### src/rtl/seg7_bcd_fmt_if.sv
// Request/result bundle between the measurement stage and the BCD formatter.
// The master side drives the reading; the slave side (the formatter) returns digits.
interface seg7_bcd_fmt_if;
    logic [15:0] val;
    logic        val_vld;
    logic        busy;
    logic        done;
    logic [15:0] x;
    logic [3:0]  x_dp;
    logic        rng;

    modport master (output val, val_vld, input busy, done, x, x_dp, rng);
    modport slave  (input val, val_vld, output busy, done, x, x_dp, rng);
endinterface

### src/rtl/seg7_bcd_fmt.sv
// Sequential double-dabble mV-to-BCD formatter with X.XXX / XX.XX autoranging.
// Optional half-up rounding of the XX.XX range is compiled in with SEG7_BCD_ROUND_EN.
module seg7_bcd_fmt #(
    parameter bit DP_POL = 1'b1
) (
    input  logic          clk,
    input  logic          rst,
    seg7_bcd_fmt_if.slave bus
);

`ifdef SEG7_BCD_ROUND_EN
    typedef enum logic [1:0] {IDLE = 2'd0, SHIFT = 2'd1, ROUND = 2'd2, LOAD = 2'd3} state_t;
`else
    typedef enum logic [1:0] {IDLE = 2'd0, SHIFT = 2'd1, LOAD = 2'd3} state_t;
`endif

    state_t      state_reg, state_next;
    logic [15:0] bin_reg;
    logic [19:0] bcd_reg;
    logic [3:0]  cnt_reg;
    logic [15:0] x_reg;
    logic [3:0]  x_dp_reg;
    logic        rng_reg;
    logic        done_reg;

    logic        busy, start, sh_en, ld_en;
    logic [19:0] bcd_adj;
    logic [15:0] x_sel;
    logic [3:0]  x_dp_sel;
    logic        rng_sel;

    // Add-3 correction on every nibble before the shift.
    genvar gi;
    generate
        for (gi = 0; gi < 5; gi++) begin : g_adj
            assign bcd_adj[gi*4 +: 4] = (bcd_reg[gi*4 +: 4] >= 4'd5) ?
                                        bcd_reg[gi*4 +: 4] + 4'd3 : bcd_reg[gi*4 +: 4];
        end
    endgenerate

`ifdef SEG7_BCD_ROUND_EN
    logic        rd_en;
    logic [19:0] bcd_rnd;
    logic [3:0]  carry;

    // Only the XX.XX range drops d0, so only it is rounded; carry ripples d1..d4.
    assign carry[0]       = (bcd_reg[19:16] != 4'd0) && (bcd_reg[3:0] >= 4'd5);
    assign bcd_rnd[3:0]   = bcd_reg[3:0];
    generate
        for (gi = 1; gi < 5; gi++) begin : g_rnd
            assign bcd_rnd[gi*4 +: 4] = !carry[gi-1]             ? bcd_reg[gi*4 +: 4] :
                                        (bcd_reg[gi*4 +: 4] == 4'd9) ? 4'd0 :
                                        bcd_reg[gi*4 +: 4] + 4'd1;
            if (gi < 4) begin : g_cy
                assign carry[gi] = carry[gi-1] && (bcd_reg[gi*4 +: 4] == 4'd9);
            end
        end
    endgenerate
`endif

    always_ff @(posedge clk or posedge rst) begin
        if (rst) state_reg <= IDLE;
        else     state_reg <= state_next;
    end

    always_comb begin
        state_next = state_reg;
        case (state_reg)
            IDLE:  if (bus.val_vld) state_next = SHIFT;
`ifdef SEG7_BCD_ROUND_EN
            SHIFT: if (cnt_reg == 4'd15) state_next = ROUND;
            ROUND: state_next = LOAD;
`else
            SHIFT: if (cnt_reg == 4'd15) state_next = LOAD;
`endif
            LOAD:  state_next = IDLE;
            default: state_next = IDLE;
        endcase
    end

    always_comb begin
        busy  = (state_reg != IDLE);
        start = (state_reg == IDLE) && bus.val_vld;
        sh_en = (state_reg == SHIFT);
        ld_en = (state_reg == LOAD);
`ifdef SEG7_BCD_ROUND_EN
        rd_en = (state_reg == ROUND);
`endif
    end

    // Window selection on the final 5-digit result.
    always_comb begin
        if (bcd_reg[19:16] == 4'd0) begin
            x_sel    = bcd_reg[15:0];
            x_dp_sel = {DP_POL, ~DP_POL, ~DP_POL, ~DP_POL};
            rng_sel  = 1'b0;
        end else begin
            x_sel    = bcd_reg[19:4];
            x_dp_sel = {~DP_POL, DP_POL, ~DP_POL, ~DP_POL};
            rng_sel  = 1'b1;
        end
    end

    always_ff @(posedge clk or posedge rst) begin
        if (rst) begin
            bin_reg  <= '0;
            bcd_reg  <= '0;
            cnt_reg  <= '0;
            x_reg    <= '0;
            x_dp_reg <= {4{~DP_POL}};
            rng_reg  <= 1'b0;
            done_reg <= 1'b0;
        end else begin
            done_reg <= ld_en;
            if (start) begin
                bin_reg <= bus.val;
                bcd_reg <= '0;
                cnt_reg <= '0;
            end else if (sh_en) begin
                {bcd_reg, bin_reg} <= {bcd_adj[18:0], bin_reg, 1'b0};
                cnt_reg            <= cnt_reg + 4'd1;
            end
`ifdef SEG7_BCD_ROUND_EN
            else if (rd_en) begin
                bcd_reg <= bcd_rnd;
            end
`endif
            if (ld_en) begin
                x_reg    <= x_sel;
                x_dp_reg <= x_dp_sel;
                rng_reg  <= rng_sel;
            end
        end
    end

    assign bus.busy = busy;
    assign bus.done = done_reg;
    assign bus.x    = x_reg;
    assign bus.x_dp = x_dp_reg;
    assign bus.rng  = rng_reg;

endmodule

### src/flat_wrapper.sv
// flat-port wrapper written by rule: the top's interface ports become plain ports
module seg7_bcd_fmt_flat 
#(
    parameter bit DP_POL = 1'b1
)
  (clk, rst, bus_val, bus_val_vld, bus_busy, bus_done, bus_x, bus_x_dp, bus_rng);
  seg7_bcd_fmt_if bus_i ();
  input  logic clk;
  input  logic rst;
  input wire logic [$bits(bus_i.val)-1:0] bus_val;
  input wire logic [$bits(bus_i.val_vld)-1:0] bus_val_vld;
  output wire logic [$bits(bus_i.busy)-1:0] bus_busy;
  output wire logic [$bits(bus_i.done)-1:0] bus_done;
  output wire logic [$bits(bus_i.x)-1:0] bus_x;
  output wire logic [$bits(bus_i.x_dp)-1:0] bus_x_dp;
  output wire logic [$bits(bus_i.rng)-1:0] bus_rng;
  assign bus_i.val = bus_val;
  assign bus_i.val_vld = bus_val_vld;
  assign bus_busy = bus_i.busy;
  assign bus_done = bus_i.done;
  assign bus_x = bus_i.x;
  assign bus_x_dp = bus_i.x_dp;
  assign bus_rng = bus_i.rng;
  seg7_bcd_fmt #(.DP_POL(DP_POL)) u_core (.clk(clk), .rst(rst), .bus(bus_i));
endmodule
### config.mk
export PLATFORM = sky130hd
export DESIGN_NAME = seg7_bcd_fmt_flat
export DESIGN_NICKNAME = d
export VERILOG_FILES = /design/src/rtl/seg7_bcd_fmt_if.sv /design/src/rtl/seg7_bcd_fmt.sv /design/src/flat_wrapper.sv
export SDC_FILE = /design/constraint.sdc
export NUM_CORES = 1
export LEC_CHECK = 0
export CAP_MARGIN = 20
export CORE_MARGIN = 5
export CORE_UTILIZATION = 59
export DETAILED_ROUTE_END_ITERATION = 16
export GPL_TIMING_DRIVEN = 0
export PLACE_DENSITY = 0.83
export SYNTH_ARGS = -nofsm -noshare
export SYNTH_HDL_FRONTEND = slang
export SYNTH_SLANG_ARGS = --single-unit
### constraint.sdc
create_clock -name clk -period 3.2 [get_ports clk]
set_input_delay 0.64 -clock clk [delete_from_list [all_inputs] [get_ports clk]]
set_output_delay 0.64 -clock clk [all_outputs]
set_load 0.05 [all_outputs]
### Yosys cells after proc, flatten, opt, wreduce, memory -nomap -nowiden

Cells that the tools add are included.

* reductions and logical operators: 6
* $lt $le $gt $ge: 5
* mux-type cells: 17
* add/subtract/negate cells: 6
* equality and inequality tests: 5

Operators with widths (number)
* 16-bit 2-to-1 mux: 3
* 20-bit 2-to-1 mux: 2
* 4-bit 2-to-1 mux: 7
* 4-bit by 3-bit greater-or-equal comparator with 1-bit output, second input constant: 5
* 4-bit by 2-bit adder with 4-bit output, second input constant: 4
* 4-bit by 1-bit adder with 4-bit output, second input constant: 1
* 4-bit equality test, second input constant: 1
* 4-bit logical NOT: 1
* 2-bit 2-to-1 mux: 2
* 2-bit inequality test, second input constant: 2
* 2-bit one-hot mux with 2 select lines: 1
* 2-bit nonzero test: 2
* 3-bit by 2-bit adder with 3-bit output, second input constant: 1
* 3-bit 2-to-1 mux: 1
* 2-bit by 1-bit equality test with 1-bit output, second input constant: 1
* 2-bit equality test, second input constant: 1
* 2-bit logical NOT: 1
* 2-bit AND reduction: 1
* 1-bit logical AND: 1
* 1-bit 2-to-1 mux: 1

* logic and storage cells: 47
* output and inout port bits: 23
* register bits: 64
* input bits: 19

### Longest topological paths before layout

Gate-level depths: netlist (run 1).

* word-level depth: 4
* mapped depth: 8
* gate-level depth less buffers: 6

### Worst setup path before layout (run 1)

Ideal clock, no wire load.

* path kind: register -> output
* start: register u_core.state_reg[1]
* end: output bus_busy
* slack: 1.406 ns
* stages on the path, launching flop included: 4
* arrival: 1.154 ns
* path buffers: 2
* data required time: 2.560 ns
* path through: dfrtp_1 -> buf_2 -> clkbuf_1 -> or2_2

* longest elaborated chain between the ends: 1

RTL lines
* from (decl): RTL line seg7_bcd_fmt.sv:17 `state_t state_reg, state_next;`
* from (signal assigned): RTL line seg7_bcd_fmt.sv:63 `else state_reg <= state_next;`
* 2-bit nonzero test: RTL line seg7_bcd_fmt.sv:82 `busy = (state_reg != IDLE);`
* to (decl): RTL line flat_wrapper.sv:12 `output wire logic [$bits(bus_i.busy)-1:0] bus_busy;`

Every way passes these cells.

### Worst setup path after layout (run 1)

Ends and elaborated chain as after synthesis.

==> impl_metrics.yaml, run 1 <==
synth:
  postSynth.topFlopCell: "dfrtp_1"
  synth_seq_cells: 61
  synth_top_cell_by_area: "dfrtp_1"
  synth-warning-count: 0
  synthDominantCellAreaShare_pct: 50.4
  synth_top_cells_by_area: "dfrtp_1 (50%), a222oi_1 (4.6%), ha_1 (4.5%)"
  syn_avg_cell_area_um2: 10.4
  synth_edf_count: 0
  synth_cell_types: 36
  mappedNetlistArea_mm2: 0.00303
  yosys.cell_count.top_type: "dfrtp_1"
  synthArstFlopShare_pct: 100
  post_synth_inst_count: 292
  sequential_share_of_the_synthesized_area_pct: 50.4
  netlist_top_cells_count: "dfrtp_1 (61), inv_1 (29), a21oi_1 (25)"
global_routing:
  grt_first_pass_wirelength_um: 10900
  grt_overflow_total: 0
  grtUsageTotal_pct: 21.6
  grt_pass1_vias: 2369
  grt_start_max_net_pins: 40
  antenna_found_initial: 0
cells_and_area:
  n_antenna_cell: 0
  post_layout_nets: 374
  layout-drive-gt1-share_pct: 11.2
  number_of_flip_flops_in_the_largest_register: 20
  number_of_filler_cells_placed_in_the_layout: 382
  areaGrowthSynthToFinish_pct: 22.4
  multi_input_comb_area_mm2: 0.00126
  finalNonFillerCells: 419
  sequential_cell_area_mm2: 0.00153
floorplan:
  std_cell_rows: 26
  fp.dieArea_mm2: 0.00666
  die_width_um: 81.6
  num_io_pins: 42
  placeable_core_region_mm2: 0.00504
  die_y_um: 81.6
  start_util_pct: 60.0
timing:
  max_slew_margin_pct: 65.7
  final.min_clock_period_ns: 2.99
  maxSlewViolCount: 0
  final.period_utilization_pct: 93.5
  clock.fmax_mhz: 334
  setup_viol: 0
  grt_setup_unrepaired: "false"
  worstMarginPinSlew_ns: 0.513
  timing_hold_violations_final: 0
  timing.setup.tns_ns: 0
  post-route-worst-setup-slack_ns: 0.208
  holdWs_ns: 0.484
  worst_clock_skew_ns: 0.00690
clock_network:
  worst_skew_pair.late_latency_ns: 0.34
  cts-root-buf: "clkbuf_8"
  cts-resized-gates: 0
  cts.hold.buffers_added: 0
  cts_htree_levels: 3
  cts_tree: "built"
  clkSlewWorstSetupHoldPaths_ns: 0.06
  total_clock_buffers_created_by_cts: 9
  cts_post_setup_buffers_inserted: 0
  cts_max_path_buffers: 2
  clock_sink_count: 61
setup_path:
  cpMaxStageDelayCell: "clkdlybuf4s50_1"
  critical_path.max_stage_delay_ns: 0.79
  timing.critical_path.cells: "buf_2 -> clkbuf_1 -> or2_2 -> clkdlybuf4s50_1"
  worst_setup_path_start_kind: "flip-flop"
  timing_worst_setup_path_type: "flip-flop to output pin"
  endpoint_kind: "output pin"
  cp.arrival_ns: 2.35
  worst-endpoint-required_ns: 2.56
  crit_fanout: 10
job:
  drv.max_cap_violation_count: 0
pwr:
  power_density_mw_per_mm2: 1050
  cellLeakagePower_nw: 1.72
  totalPowerFinal_mw: 3.88
  peakVddDrop_mv: 0.455
route:
  route.detailed.vias_per_inst: 5.83
  vias: 2443
  wirelength_um: 6510
  drtIter0Drc: 189
  wl_per_cell_um: 15.5
  firstDrtPassIters: 7
  drt_drc_violations_left: 0
  antenna_violating_nets_post_route: 0
place:
  gpl.final_weighted_congestion: 0.822
  placed_cells_incl_taps: 403
  place.detailed.hpwl_um: 4600
  buffer_ports.inserted: 39
  worst_case_setup_slack_after_placement_ns: 0.570
hold_path:
  hold_path_class: "flip-flop to flip-flop"
status:
  status: "finished, final reports clean"
[per-stage QoR]
stage	util, %	instance area [um2]
floorplan	-	3030
global placement	69.6	3510
detailed placement	70.0	3530
CTS	73.5	3710
global route	73.5	3710
finish	73.5	3710
[where the power goes]
group / total, mW / internal, mW / leakage (nW) / switching (mW)
Clock: 0.622 / 0.319 / 0.0921 / 0.302
Sequential: 1.39 / 1.09 / 0.782 / 0.300
Combinational: 1.87 / 0.804 / 0.851 / 1.07
[final timing paths]
kind | slack (ns) | depth (start not counted) | endpoint | from
worst max-delay path | 0.21 | 4 | bus_busy | u_core.state_reg[1]$_DFFE_PP0P_
worst min-delay path | 0.48 | 2 | u_core.bcd_reg[0]$_DFFE_PP0P_ | u_core.bin_reg[15]$_DFFE_PP0P_
worst max register to register | 1.32 | 7 | u_core.bus.x[1]$_DFFE_PP0P_ | u_core.bcd_reg[16]$_DFFE_PP0P_
worst min register to register | 0.48 | 2 | u_core.bcd_reg[0]$_DFFE_PP0P_ | u_core.bin_reg[15]$_DFFE_PP0P_
max in group asynchronous | 2.01 | 3 | u_core.bcd_reg[18]$_DFFE_PP0P_ | rst
min in group asynchronous | 0.63 | 2 | u_core.bus.done$_DFF_PP0_ | rst
[logic make-up (layout without fill, tap and decap cells)]
| group | after synthesis | after routing | synth area share (%) |
|---|---|---|---|
| AO/OA/AOI/OAI | 108 | 108 | 24.0 |
| flip-flops | 61 | 61 | 50.4 |
| AND/OR/NAND/NOR | 51 | 51 | 9.76 |
| buffers and inverters | 50 | 106 | 8.02 |
| adder cells (fa/ha/maj) | 11 | 11 | 4.55 |
| XOR/XNOR | 5 | 5 | 1.45 |
| multiplexers | 5 | 5 | 1.65 |
| other | 1 | 2 | 0.124 |
[critical path, delay by kind of cell, from the launching register on]
kind          cells  cell delay [ns]
buf+inv           3             1.41
flops             1             0.40
simple gates      1             0.19
[cell usage in the layout, fill, tap and decap left out, drive strengths merged, types with 2 or more instances in the layout]
master	n
buf	15
a21oi	25
or2	2
a32o	5
o31ai	5
a222oi	14
clkbuf	19
dfrtp	61
mux2i	5
nand2b	6
nand2	9
nor3b	5
clkinv	3
ha	11
a22o	7
o22ai	9
conb	2
a31oi	2
xnor2	5
nor2b	17
clkdlybuf4s50	39
nor2	8
a22oi	14
inv	29
o21ai	26
[cell type report]
type / count / share of cell area, %
flip-flops and latches: 61 / 41.2
clock inverters: 4 / 0.608
clock buffers: 12 / 4.19
plain buffers: 21 / 3.61
inverters: 29 / 2.94
repair buffers: 40 / 11.1
multi-input cells: 182 / 34.0
well taps: 70 / 2.36
[metal layers]
metal / GRT usage, % / vias up / wire [um]
met1: 25.4 / 1198 / 2750
met3: 3.73 / 9 / 391
li1: - / 1161 / -
met4: 11.1 / 0 / 115
met5: 0 / - / 0
met2: 37.9 / 75 / 3250
No activity file was read; power rests on OpenSTA's default activity.
==> run 2: changes to the inputs <==
--- a/config.mk
+++ b/config.mk
@@ -10,7 +10,7 @@
 export CORE_UTILIZATION = 59
 export DETAILED_ROUTE_END_ITERATION = 16
 export GPL_TIMING_DRIVEN = 0
-export PLACE_DENSITY = 0.83
+export PLACE_DENSITY_LB_ADDON = 0.25
 export SYNTH_ARGS = -nofsm -noshare
 export SYNTH_HDL_FRONTEND = slang
 export SYNTH_SLANG_ARGS = --single-unit
==> run 2 against run 1 <==
  * Hold slack lost 0.0038 ns
  * Worst setup slack better by 0.016 ns
  * First-iteration DRC count is 15% higher
  * Critical endpoint unchanged
  * Sequential power is essentially flat
  * Sequential share of layout area down 0.52 points
  * Via count fell by 1.6%
  * Register-to-register slack got worse by 0.05 ns
  * Fmax increased by 0.54%
  * Design area rose by 1.3%
  * Flip-flop and latch count unchanged
  * Largest power group unchanged
==> impl_metrics.yaml, run 2 (synthesized netlist as in run 1, its figures left out) <==
global_routing:
  antenna_found_initial: 0
  grt_pass1_vias: 2436
  grt_start_max_net_pins: 39
  grt_first_pass_wirelength_um: 11200
  grt_overflow_total: 0
  grtUsageTotal_pct: 21.9
floorplan:
  fp.dieArea_mm2: 0.00666
  start_util_pct: 60.0
  num_io_pins: 42
  die_y_um: 81.6
  placeable_core_region_mm2: 0.00504
  std_cell_rows: 26
  die_width_um: 81.6
setup_path:
  crit_fanout: 10
  reg2reg_setup_slack_ns: 1.27
  worst_setup_path_start_kind: "flip-flop"
  endpoint_kind: "output pin"
  reg2reg_from: "u_core.bcd_reg[16]$_DFFE_PP0P_"
  worst_flop_to_flop_path_endpoint: "u_core.bus.x[11]$_DFFE_PP0P_"
  worst-endpoint-required_ns: 2.56
  timing_worst_setup_path_type: "flip-flop to output pin"
  r2r.worst_path.cells: 7
  cp.arrival_ns: 2.34
status:
  status: "finished, final reports clean"
timing:
  max_slew_margin_pct: 65.9
  worst_clock_skew_ns: 0.00692
  setup_viol: 0
  worstMarginPinSlew_ns: 0.510
  grt_setup_unrepaired: "false"
  final.min_clock_period_ns: 2.98
  final.period_utilization_pct: 93.0
  clock.fmax_mhz: 336
  timing.setup.tns_ns: 0
  timing_hold_violations_final: 0
  maxSlewViolCount: 0
clock_network:
  cts.hold.buffers_added: 0
  worst_skew_pair.late_latency_ns: 0.33
  cts_htree_levels: 3
  cts_tree: "built"
  cts-resized-gates: 0
  cts-root-buf: "clkbuf_8"
  total_clock_buffers_created_by_cts: 9
  clkSlewWorstSetupHoldPaths_ns: 0.06
  cts_max_path_buffers: 2
  clock_sink_count: 61
  cts_post_setup_buffers_inserted: 0
cells_and_area:
  areaGrowthSynthToFinish_pct: 24.0
  layout_commonest_cell: "dfrtp_1"
  layout-drive-gt1-share_pct: 11.2
  most-common-layout-cells: "dfrtp_1 (61), clkdlybuf4s50_1 (39), inv_1 (28)"
  final_area_mm2: 0.00375
  post_layout_nets: 374
  number_of_flip_flops_in_the_largest_register: 20
  finalNonFillerCells: 419
  n_antenna_cell: 0
route:
  route.detailed.vias_per_inst: 5.74
  wirelength_um: 6490
  firstDrtPassIters: 5
  wl_per_cell_um: 15.5
  drtIter0Drc: 217
  antenna_violating_nets_post_route: 0
  drt_drc_violations_left: 0
  vias: 2403
pwr:
  peakVddDrop_mv: 0.491
  power_density_mw_per_mm2: 1070
  pwr-share-comb_pct: 46.2
  seq_power_share_pct: 34.6
  cellLeakagePower_nw: 1.75
  switching_power_as_a_share_of_total_power_pct: 41.0
  power_switching_mw: 1.65
  internal_power_mw: 2.37
  clock_power_share_pct: 19.2
place:
  dpl_cell_area_mm2: 0.00353
  gpl.final_weighted_congestion: 0.795
  buffer_ports.inserted: 39
  place.detailed.hpwl_um: 4580
  placed_cells_incl_taps: 403
job:
  drv.max_cap_violation_count: 0
hold_path:
  holdCritStartpoint: "u_core.bus.x[14]$_DFFE_PP0P_"
  whs_endpoint: "u_core.bus.x[14]$_DFFE_PP0P_"
  hold_path_class: "flip-flop to flip-flop"
  hold_depth: 2
run 2: cell types whose count changed in the layout (fill, tap and decap cells not counted), sizes merged:
cell      delta
clkinv       -1
bufinv       +2
clkinvlp     -1
run 2: per-layer routing:
metal,wire [um],GRT usage (%),vias up
met5,0,0,-
met4,57,9.80,0
met3,342,3.40,7
met2,3270,37.9,64
met1,2820,27.0,1169
li1,-,-,1163
run 2: layout make-up:
type                    count  area, um2
inverters                  29        109
clock buffers              12        155
multi-input cells         182       1260
plain buffers              21        134
clock inverters             4       70.1
flip-flops and latches     61       1530
well taps                  70       87.6
repair buffers             40        410
fillers                   366       1290
run 2: worst max-delay path by stage:
stage	start	endpoint	slack [ns]	depth (start not counted)
CTS	u_core.state_reg[1]$_DFFE_PP0P_	bus_busy	0.22	4
finish	u_core.state_reg[1]$_DFFE_PP0P_	bus_busy	0.22	4
detailed placement	u_core.state_reg[1]$_DFFE_PP0P_	bus_busy	0.58	4
floorplan	rst	u_core.bcd_reg[0]$_DFFE_PP0P_	1.05	1
global placement	rst	u_core.bus.x[15]$_DFFE_PP0P_	0.02	2
global route	u_core.state_reg[1]$_DFFE_PP0P_	bus_busy	0.14	4
run 2: power groups by stage:
stage | registers, mW | logic [mW] | clock network, mW
2_1_floorplan | 1.64 | 1.09 | 0
3_5_place_dp | 1.40 | 1.86 | 0
4_1_cts | 1.39 | 1.87 | 0.778
6_report | 1.39 | 1.86 | 0.774
5_1_grt | 1.44 | 2.05 | 0.818
3_3_place_gp | 1.38 | 1.80 | 0
run 2: per-stage QoR:
step	power [mW]	hold slack (ns)	utilization [%]	setup WS, ns
6_report	4.03	0.480	74.4	0.224
5_1_grt	4.31	0.540	74.4	0.143
4_1_cts	4.04	0.486	74.4	0.215
3_5_place_dp	3.26	0.471	70.0	0.579
3_3_place_gp	3.18	0.463	69.6	0.0200
2_1_floorplan	2.73	0.450	-	1.05
run 2: critical path, stage by stage (launching register included):
cell and delay, ns:
dfrtp_1 0.40, buf_2 0.24, clkbuf_1 0.40, or2_2 0.19, clkdlybuf4s50_1 0.79
==> run 3: changes to the inputs <==
--- a/config.mk
+++ b/config.mk
@@ -5,7 +5,6 @@
 export SDC_FILE = /design/constraint.sdc
 export NUM_CORES = 1
 export LEC_CHECK = 0
-export CAP_MARGIN = 20
 export CORE_MARGIN = 5
 export CORE_UTILIZATION = 59
 export DETAILED_ROUTE_END_ITERATION = 16
==> run 3 against run 2 <==
  * Global-route usage is the same
  * Hold slack is the same
  * Flip-flop and latch count is the same
  * Clock skew unchanged
  * Die area did not move
  * Worst setup slack unchanged
  * Largest cell class unchanged
  * Sequential power barely moved
  * Cell count unchanged
  * Fmax is the same
  * Critical endpoint unchanged
  * Critical path depth is the same
  * Sequential share of layout area did not move
  * Critical path type unchanged
  * Highest routed layer unchanged
  * Largest power group unchanged
  * Non-clock buffer count unchanged
==> impl_metrics.yaml, run 3 (synthesized netlist as in run 1, its figures left out) <==
timing:
  timing_hold_violations_final: 0
  holdWs_ns: 0.480
  clock.fmax_mhz: 336
  max_slew_margin_pct: 65.9
  worst_clock_skew_ns: 0.00692
  worstMarginPinSlew_ns: 0.510
  maxSlewViolCount: 0
  final.period_utilization_pct: 93.0
  grt_setup_unrepaired: "false"
  post-route-worst-setup-slack_ns: 0.224
  timing.setup.tns_ns: 0
  setup_viol: 0
  final.min_clock_period_ns: 2.98
clock_network:
  total_clock_buffers_created_by_cts: 9
  cts-resized-gates: 0
  cts-root-buf: "clkbuf_8"
  cts_htree_levels: 3
  clock_sink_count: 61
  cts_post_setup_buffers_inserted: 0
  clkSlewWorstSetupHoldPaths_ns: 0.06
  cts.hold.buffers_added: 0
  worst_skew_pair.late_latency_ns: 0.33
  cts_tree: "built"
  cts_max_path_buffers: 2
pwr:
  cellLeakagePower_nw: 1.75
  peakVddDrop_mv: 0.491
  totalPowerFinal_mw: 4.03
  power_density_mw_per_mm2: 1070
floorplan:
  placeable_core_region_mm2: 0.00504
  num_io_pins: 42
  die_width_um: 81.6
  die_y_um: 81.6
  fp.dieArea_mm2: 0.00666
  start_util_pct: 60.0
  std_cell_rows: 26
job:
  drv.max_cap_violation_count: 0
cells_and_area:
  finalCoreUtilization_pct: 74.4
  areaGrowthSynthToFinish_pct: 24.0
  number_of_filler_cells_placed_in_the_layout: 366
  number_of_flip_flops_in_the_largest_register: 20
  final_area_mm2: 0.00375
  layout_commonest_cell: "dfrtp_1"
  post_layout_nets: 374
  layout-drive-gt1-share_pct: 11.2
  n_antenna_cell: 0
  finalNonFillerCells: 419
  most-common-layout-cells: "dfrtp_1 (61), clkdlybuf4s50_1 (39), inv_1 (28)"
setup_path:
  reg2reg_from: "u_core.bcd_reg[16]$_DFFE_PP0P_"
  critical_path.max_stage_delay_ns: 0.79
  crit_fanout: 10
  r2r.worst_path.cells: 7
  worst_setup_path_startpoint: "u_core.state_reg[1]$_DFFE_PP0P_"
  worst-endpoint-required_ns: 2.56
  cp.arrival_ns: 2.34
  cpMaxStageDelayCell: "clkdlybuf4s50_1"
  worst_setup_path_endpoint: "bus_busy"
  worst_setup_path_start_kind: "flip-flop"
  reg2reg_setup_slack_ns: 1.27
  timing_worst_setup_path_type: "flip-flop to output pin"
  timing.critical_path.cells: "buf_2 -> clkbuf_1 -> or2_2 -> clkdlybuf4s50_1"
  worst_flop_to_flop_path_endpoint: "u_core.bus.x[11]$_DFFE_PP0P_"
  endpoint_kind: "output pin"
place:
  gpl.final_weighted_congestion: 0.795
  worst_case_setup_slack_after_placement_ns: 0.579
  placed_cells_incl_taps: 403
  place.detailed.hpwl_um: 4580
  buffer_ports.inserted: 39
  dpl_cell_area_mm2: 0.00353
global_routing:
  grt_pass1_vias: 2436
  grtUsageTotal_pct: 21.9
  grt_first_pass_wirelength_um: 11200
  grt_start_max_net_pins: 39
  antenna_found_initial: 0
  grt_overflow_total: 0
route:
  wirelength_um: 6490
  antenna_violating_nets_post_route: 0
  drt_drc_violations_left: 0
  wl_per_cell_um: 15.5
  firstDrtPassIters: 5
  route.detailed.vias_per_inst: 5.74
  vias: 2403
  drtIter0Drc: 217
status:
  status: "finished, final reports clean"
hold_path:
  hold_path_class: "flip-flop to flip-flop"
  hold_depth: 2
run 3: power by group:
group,switching [mW],total [mW],internal [mW]
logic,1.06,1.86,0.802
registers,0.302,1.39,1.09
clock network,0.295,0.774,0.479
total,1.65,4.03,2.37
run 3: per-layer routing:
layer	routed length (um)	vias to the layer above	global-route usage, %
met2	3270	64	37.9
met1	2820	1169	27.0
met5	0	-	0
li1	-	1163	-
met3	342	7	3.40
met4	57	0	9.80
run 3: area by class of cell:
class | count | area [um2] | area share, %
clock inverter | 4 | 70.1 | 1.87
tap | 70 | 87.6 | 2.33
inverter | 29 | 109 | 2.90
buffer | 21 | 134 | 3.57
clock buffer | 12 | 155 | 4.13
timing repair buffer | 40 | 410 | 10.9
sequential | 61 | 1530 | 40.7
multi-input combinational | 182 | 1260 | 33.6
run 3: critical path, delay by kind of cell (launching register included):
kind	cells	cell delay, ns
buf+inv	3	1.43
flops	1	0.40
simple gates	1	0.19
run 3: worst min-delay path by stage:
stage,end,startpoint,slack [ns]
final,u_core.bus.x[14]$_DFFE_PP0P_,u_core.bus.x[14]$_DFFE_PP0P_,0.48
after global routing,u_core.bus.x[14]$_DFFE_PP0P_,u_core.bus.x[14]$_DFFE_PP0P_,0.54
after CTS,u_core.bus.x[15]$_DFFE_PP0P_,u_core.bus.x[15]$_DFFE_PP0P_,0.49
after detailed placement,u_core.bus.x[15]$_DFFE_PP0P_,u_core.bus.x[15]$_DFFE_PP0P_,0.47
after global placement,u_core.bin_reg[15]$_DFFE_PP0P_,u_core.bin_reg[15]$_DFFE_PP0P_,0.46
after floorplan,u_core.bcd_reg[0]$_DFFE_PP0P_,u_core.bin_reg[15]$_DFFE_PP0P_,0.45
